--- src/rtl/mont_domain_conv.sv ---
// Bit-serial converter into (x*2^SIZEM mod M) or out of (x*2^-SIZEM mod M) Montgomery form.
// SIZEM clocks per conversion, errors flagged in one; start is ignored while busy, back-to-back accepted in DONE.
module mont_domain_conv #(
  parameter int SIZEM = 8,
  parameter int SIZEI = $clog2(SIZEM + 1)
) (
  input  logic             clk,
  input  logic             rst_n,
  input  logic             start,
  input  logic             mode,
  input  logic [SIZEM-1:0] x,
  input  logic [SIZEM-1:0] M,
  output logic [SIZEM-1:0] z,
  output logic             done,
  output logic             busy,
  output logic             err
);

  typedef enum logic [1:0] {IDLE, RUN, DONE} state_e;

  state_e           state_q, state_d;
  logic [SIZEM-1:0] acc_q, acc_d;
  logic [SIZEI-1:0] cnt_q, cnt_d;
  logic             mode_q, mode_d;
  logic [SIZEM-1:0] m_q, m_d;
  logic [SIZEM-1:0] z_q, z_d;
  logic             done_q, done_d;
  logic             busy_q, busy_d;
  logic             err_q, err_d;

  logic [SIZEM:0]   t_enc;
  logic [SIZEM:0]   t_dec;
  logic [SIZEM-1:0] step;
  logic             bad_op;

  always_ff @(posedge clk) begin
    if (!rst_n) begin
      state_q <= IDLE;
      acc_q   <= '0;
      cnt_q   <= '0;
      mode_q  <= 1'b0;
      m_q     <= '0;
      z_q     <= '0;
      done_q  <= 1'b0;
      busy_q  <= 1'b0;
      err_q   <= 1'b0;
    end else begin
      state_q <= state_d;
      acc_q   <= acc_d;
      cnt_q   <= cnt_d;
      mode_q  <= mode_d;
      m_q     <= m_d;
      z_q     <= z_d;
      done_q  <= done_d;
      busy_q  <= busy_d;
      err_q   <= err_d;
    end
  end

  // One reduction step; acc < M is preserved, so no final correction is needed.
  always_comb begin
    t_enc = {acc_q, 1'b0};
    if (t_enc >= {1'b0, m_q}) begin
      t_enc = t_enc - {1'b0, m_q};
    end
    t_dec = {1'b0, acc_q} + (acc_q[0] ? {1'b0, m_q} : '0);
    step  = mode_q ? SIZEM'(t_dec >> 1) : SIZEM'(t_enc);
  end

  assign bad_op = (M == '0) || !M[0] || (x >= M);

  always_comb begin
    state_d = state_q;
    acc_d   = acc_q;
    cnt_d   = cnt_q;
    mode_d  = mode_q;
    m_d     = m_q;
    z_d     = z_q;
    done_d  = done_q;
    busy_d  = busy_q;
    err_d   = err_q;
    case (state_q)
      IDLE, DONE: begin
        if (start) begin
          mode_d = mode;
          m_d    = M;
          acc_d  = x;
          if (bad_op) begin
            z_d     = '0;
            done_d  = 1'b1;
            err_d   = 1'b1;
            busy_d  = 1'b0;
            state_d = DONE;
          end else begin
            cnt_d   = SIZEI'(SIZEM);
            done_d  = 1'b0;
            err_d   = 1'b0;
            busy_d  = 1'b1;
            state_d = RUN;
          end
        end else begin
          done_d  = 1'b0;
          state_d = IDLE;
        end
      end
      RUN: begin
        acc_d = step;
        cnt_d = cnt_q - SIZEI'(1);
        if (cnt_q == SIZEI'(1)) begin
          z_d     = step;
          done_d  = 1'b1;
          busy_d  = 1'b0;
          state_d = DONE;
        end
      end
      default: state_d = IDLE;
    endcase
  end

  assign z    = z_q;
  assign done = done_q;
  assign busy = busy_q;
  assign err  = err_q;

endmodule

--- config.mk ---
export PLATFORM = sky130hd
export DESIGN_NAME = mont_domain_conv
export DESIGN_NICKNAME = d
export VERILOG_FILES = /design/src/rtl/mont_domain_conv.sv
export SDC_FILE = /design/constraint.sdc
export NUM_CORES = 1
export LEC_CHECK = 0
export CORE_UTILIZATION = 39
export DETAILED_ROUTE_END_ITERATION = 6
export MAX_ROUTING_LAYER = met4
export PLACE_DENSITY = 0.64
export SYNTH_ARGS = -nofsm -noshare
export SYNTH_HDL_FRONTEND = slang
export SYNTH_SLANG_ARGS = --single-unit
--- constraint.sdc ---
create_clock -name clk -period 3.9 [get_ports clk]
set_input_delay 0.585 -clock clk [delete_from_list [all_inputs] [get_ports clk]]
set_output_delay 0.585 -clock clk [all_outputs]
set_load 0.03 [all_outputs]
== After elaboration in Yosys (flattened, before gate mapping) ==
Cells that the tools add are included.
Cells by class
  mux-type cells: 24
  add/sub/neg operators: 3
  reductions and logical operators: 13
  magnitude comparators: 2
  equality and inequality tests: 7
Operator list (number)
  $mux 8: 7
  $pmux 8 s2: 2
  $add 8x8->9: 1
  $ge 9x8->1: 1
  $ge 8x8->1: 1
  $logic_not 8->1: 1
  $mux 4: 2
  $ne 2x2->1 const B: 4
  $pmux 4 s2: 1
  $sub 8x8->8: 1
  $mux 1: 6
  $mux 2: 3
  $reduce_and 2->1: 3
  $reduce_and 3->1: 2
  $eq 4x1->1 const B: 1
  $pmux 1 s2: 2
  $pmux 2 s2: 1
  $reduce_and 4->1: 1
  $sub 4x1->4 const B: 1
  $eq 2x1->1 const B: 1
  $eq 2x2->1 const B: 1
  $logic_not 2->1: 1
  $logic_or 1x1->1: 2
  $reduce_bool 2->1: 1
  2 further kinds: 2
Storage, ports and cells
  output and inout bits: 11
  input port bits: 20
  register bits: 34
  logic and storage cells: 58

== Depth between registers and ports, before layout ==
  depth in word-level cells: 6
  depth in mapped cells: 9
  depth with buffers taken out: 9

== Least setup slack after synthesis ==
Ideal clock, no wire load.
  kind: input -> register
  start: input port M[7]
  end: register z_q[2], in the netlist z[2]
  arrival time: 2.115 ns
  stages: 8
  path buffers: 0
  data required time: 3.839 ns
  setup time: 0.061 ns
  setup slack: 1.725 ns
  cells stage by stage: inv_1 > ha_1 > and3_1 > a221oi_2 > nor2_1 > nor2_1 > o21a_1 > a32o_1
On the way
  longest elaborated chain between the ends: 5
  elaborated cells on any way between the ends: 6
  those cells by class: order compare: 1; eq/ne: 1; reduce/logical: 4
RTL lines
  start: declaration: line 12  | input logic [SIZEM-1:0] M,
  branches (longest 2 deep; another with $ge 8x8->1)
  $logic_or 1x1->1 (*): line 70  | assign bad_op = (M == '0) || !M[0] || (x >= M);
  $ne 2x2->1 (no line) (*)
  $reduce_and 4->1 (no line) (*)
  end signal: assignment: line 53  | z_q <= z_d;
  end: declaration: line 26  | logic [SIZEM-1:0] z_q, z_d;
Every way passes the cells marked *.
A chain may end at the register's enable or synchronous reset.

== Worst setup path in the final report ==
  start: input port M[7]
  end: register z_q[5], in the netlist z[5]
The elaborated chain is that of the path after synthesis.

==> impl_metrics.env <==
export IMPL_status="finished, final reports clean"
export IMPL_period_share_pct=67.88
export IMPL_yosysWarnings=0
export IMPL_synth_simple_gate_area_share_pct=21.77
export IMPL_fillers=610
export IMPL_grt_max_degree=23
export IMPL_synth_area_um2=2575
export IMPL_crit_type="in -> reg"
export IMPL_cts_repair_resized=0
export IMPL_netlist_area_leader_share_pct=26.43
export IMPL_grt_use_met2_pct=32.27
export IMPL_finalCriticalPeriod_ps=2647
export IMPL_dieArea_um2=6931
export IMPL_met1_usage_pct=24.59
export IMPL_worstMarginPinSlew_ps=856.2
export IMPL_crit_path_max_incr_delay_ps=480
export IMPL_start_util_pct=40.55
export IMPL_path_common_cell="nor2_1"
export IMPL_cts_buffer_depth=2
export IMPL_setup_viol=0
export IMPL_dr_total_vias=2361
export IMPL_drt_initial_drc_count=170
export IMPL_htreeDepth=2
export IMPL_antenna_found_initial=0
export IMPL_finalMaxSlewViolations=0
export IMPL_grt_usage_pct=19.81
export IMPL_power_density_nw_per_um2=393.8
export IMPL_cp_slowest_cell="clkdlybuf4s50_1"
export IMPL_synth_ff_type="dfxtp_1"
export IMPL_clock_latency_ps=290
export IMPL_synth_commonest_cells="41 x nand2_1, 34 x dfxtp_1, 26 x a21oi_1, 26 x ha_1, 23 x inv_1"
export IMPL_grt_pass1_wl_um=10820
export IMPL_hold_buffers=0
export IMPL_critical_path_peak_fanout=8
export IMPL_fin_setup_tns_ps=0
export IMPL_fin_ws_ps=1253
export IMPL_post_synth_top_area_cell="dfxtp_1"
export IMPL_synth_edff_count=0
export IMPL_rr_startpoint="acc_q[0]"
export IMPL_post_place_ws_ps=966.0
export IMPL_drive_gt1_share_pct=7.965
export IMPL_fmax_mhz=377.7
export IMPL_num_antenna_cells=0
export IMPL_nets=386
export IMPL_numPortBuffers=30
export IMPL_crit_path_end_kind="flip-flop"
export IMPL_synth_most_common_cell="nand2_1"
export IMPL_synth_top_family_by_area="compound AO/OA/AOI/OAI gates"
export IMPL_clkTransAtPathRegs_ps=80
export IMPL_rows=29
export IMPL_arrival_ps=2890
export IMPL_start_kind="input port"
export IMPL_hp_start="done"
export IMPL_die_w_um=83.26
export IMPL_synth_adder_area_share_pct=14.19
export IMPL_synthMuxAreaShare_pct=0
export IMPL_post_cts_setup_buffers=0
export IMPL_numCtsBuffers=5
export IMPL_hpwl_um=4929
export IMPL_crit_chain="clkdlybuf4s50_1 > inv_1 > ha_1 > and3_1 > a221oi_2 > nor2_1 > nor2_1 > o21a_1 > a32o_1"
export IMPL_dieHeight_um=83.26
export IMPL_cts_tree="done"
export IMPL_synth_area_per_cell_um2=8.253
export IMPL_synth_nets=360
export IMPL_drt_wl_total_um=6359
export IMPL_cp_data_required_time_ps=4140
export IMPL_cts_root_buf="clkbuf_8"
export IMPL_busiest_layer="met2"
export IMPL_overflow=0
export IMPL_grt_pass1_vias=2314
export IMPL_place_congestion=0.8999
export IMPL_dr_pass1_iters=4
export IMPL_ys_types=58
export IMPL_multi_input_area_um2=1714
export IMPL_synth_seq_cells=34
export IMPL_synth_xor_area_share_pct=1.361
export IMPL_ir_drop_uv=231.4
export IMPL_hold_violations=0
export IMPL_relSlewSlack_pct=42.92
export IMPL_io_pins=31
export IMPL_syn_inst=312
export IMPL_min_path_type="reg -> reg"
export IMPL_rsz0062_at_grt="false"
export IMPL_final_seq_area_um2=680.7
export IMPL_syn_to_final_growth_pct=17.54
export IMPL_avgViaCountPerCell=5.675
export IMPL_avgRoutedWirePerCell_um=15.29
export IMPL_gr_usage_met3_pct=3.082
export IMPL_synth_compound_area_share_pct=29.25
export IMPL_max_cap_viol_count=0
export IMPL_skew_ps=9.197
export IMPL_drcViolationCount=0
export IMPL_synthArstFlopShare_pct=0
export IMPL_yosysSeqAreaShare_pct=26.43
export IMPL_clock_sinks=34
export IMPL_synth_area_top_cells="dfxtp_1 26%, ha_1 13%, nand2_1 6.0%"
export IMPL_final_antenna_net_count=0
export IMPL_p_leak_nw=1.263
export IMPL_core_region_area_um2=6350
export IMPL_cp_startpoint="M[7]"
-- power by group --
group,internal (mW),switching [mW],leakage [nW]
Sequential,0.370,0.0276,0.279
Combinational,0.168,0.229,0.916
Clock,0.256,0.140,0.0683
-- layout make-up --
cell class              count  area share, %
inverters                  24          2.976
well taps                  77          3.183
clock inverters             3          2.274
flip-flops and latches     34          22.49
multi-input cells         242          56.63
repair buffers             31          10.17
clock buffers               5          2.274
-- registers in the layout, indices dropped and copies added (netlist names) --
signal / cells
done: 1
cnt_q: 4
state_q: 2
err: 1
acc_q: 8
mode_q: 1
z: 8
m_q: 8
busy: 1
-- placed cells by master, fill, tap and decap left out, types with 3 or more instances in the layout --
cell type,instances
o211ai_1,3
clkdlybuf4s50_1,30
nor2_1,11
o21ai_1,5
o21a_1,6
a21oi_2,3
a21o_1,4
nand2b_1,10
nand2_1,41
nor2b_1,3
a311oi_1,3
dfxtp_1,34
o211a_1,6
a32o_1,5
nor3_1,5
ha_1,26
clkbuf_8,5
o21ai_0,9
and3_1,7
and2_1,8
o31ai_1,3
inv_1,23
a21oi_1,26
a211oi_1,6
nand3_1,9
o2111ai_1,3
-- cells by family (layout without fill, tap and decap cells) --
kind of cell             Yosys count  after routing
flip-flops                        34             34
buffers and inverters             36             63
adder cells (fa/ha/maj)           28             28
AND/OR/NAND/NOR                  109            109
AO/OA/AOI/OAI                    101            101
XOR/XNOR                           4              4
-- final timing paths --
kind                            endpoint  slack [ps]  depth (start not counted)
worst max-delay path                z[5]        1250                          9
worst min-delay path                done         460                          2
worst max register to register      z[7]        1310                          9
worst min register to register      done         460                          2
-- metal layers --
layer / share of wire [%] / vias to the layer above
met2: 46 / 59
li1: - / 1192
met1: 48 / 1097
met5: 0 / -
met3: 3.8 / 13
met4: 2.7 / 0
-- stage by stage --
stage               instance area (µm²)  power, mW  hold slack (ps)  utilization (%)  cells
floorplan                          2575     0.6931            444.7                -    312
global placement                   2889     0.7933            446.5            45.50    408
detailed placement                 2889     0.7990            449.4            45.50    408
CTS                                3027      1.194            460.4            47.67    416
global route                       3027      1.255            493.2            47.67    416
finish                             3027      1.192            463.9            47.67    416
-- worst max-delay path, delay by kind of cell --
kind                       cells  cell delay [ps]
AOI/OAI and AO/OA              3              940
adders and majority gates      1              310
buffers and inverters          2              530
and+or+nand+nor                3              520
Power figures use the tool's default switching activity.
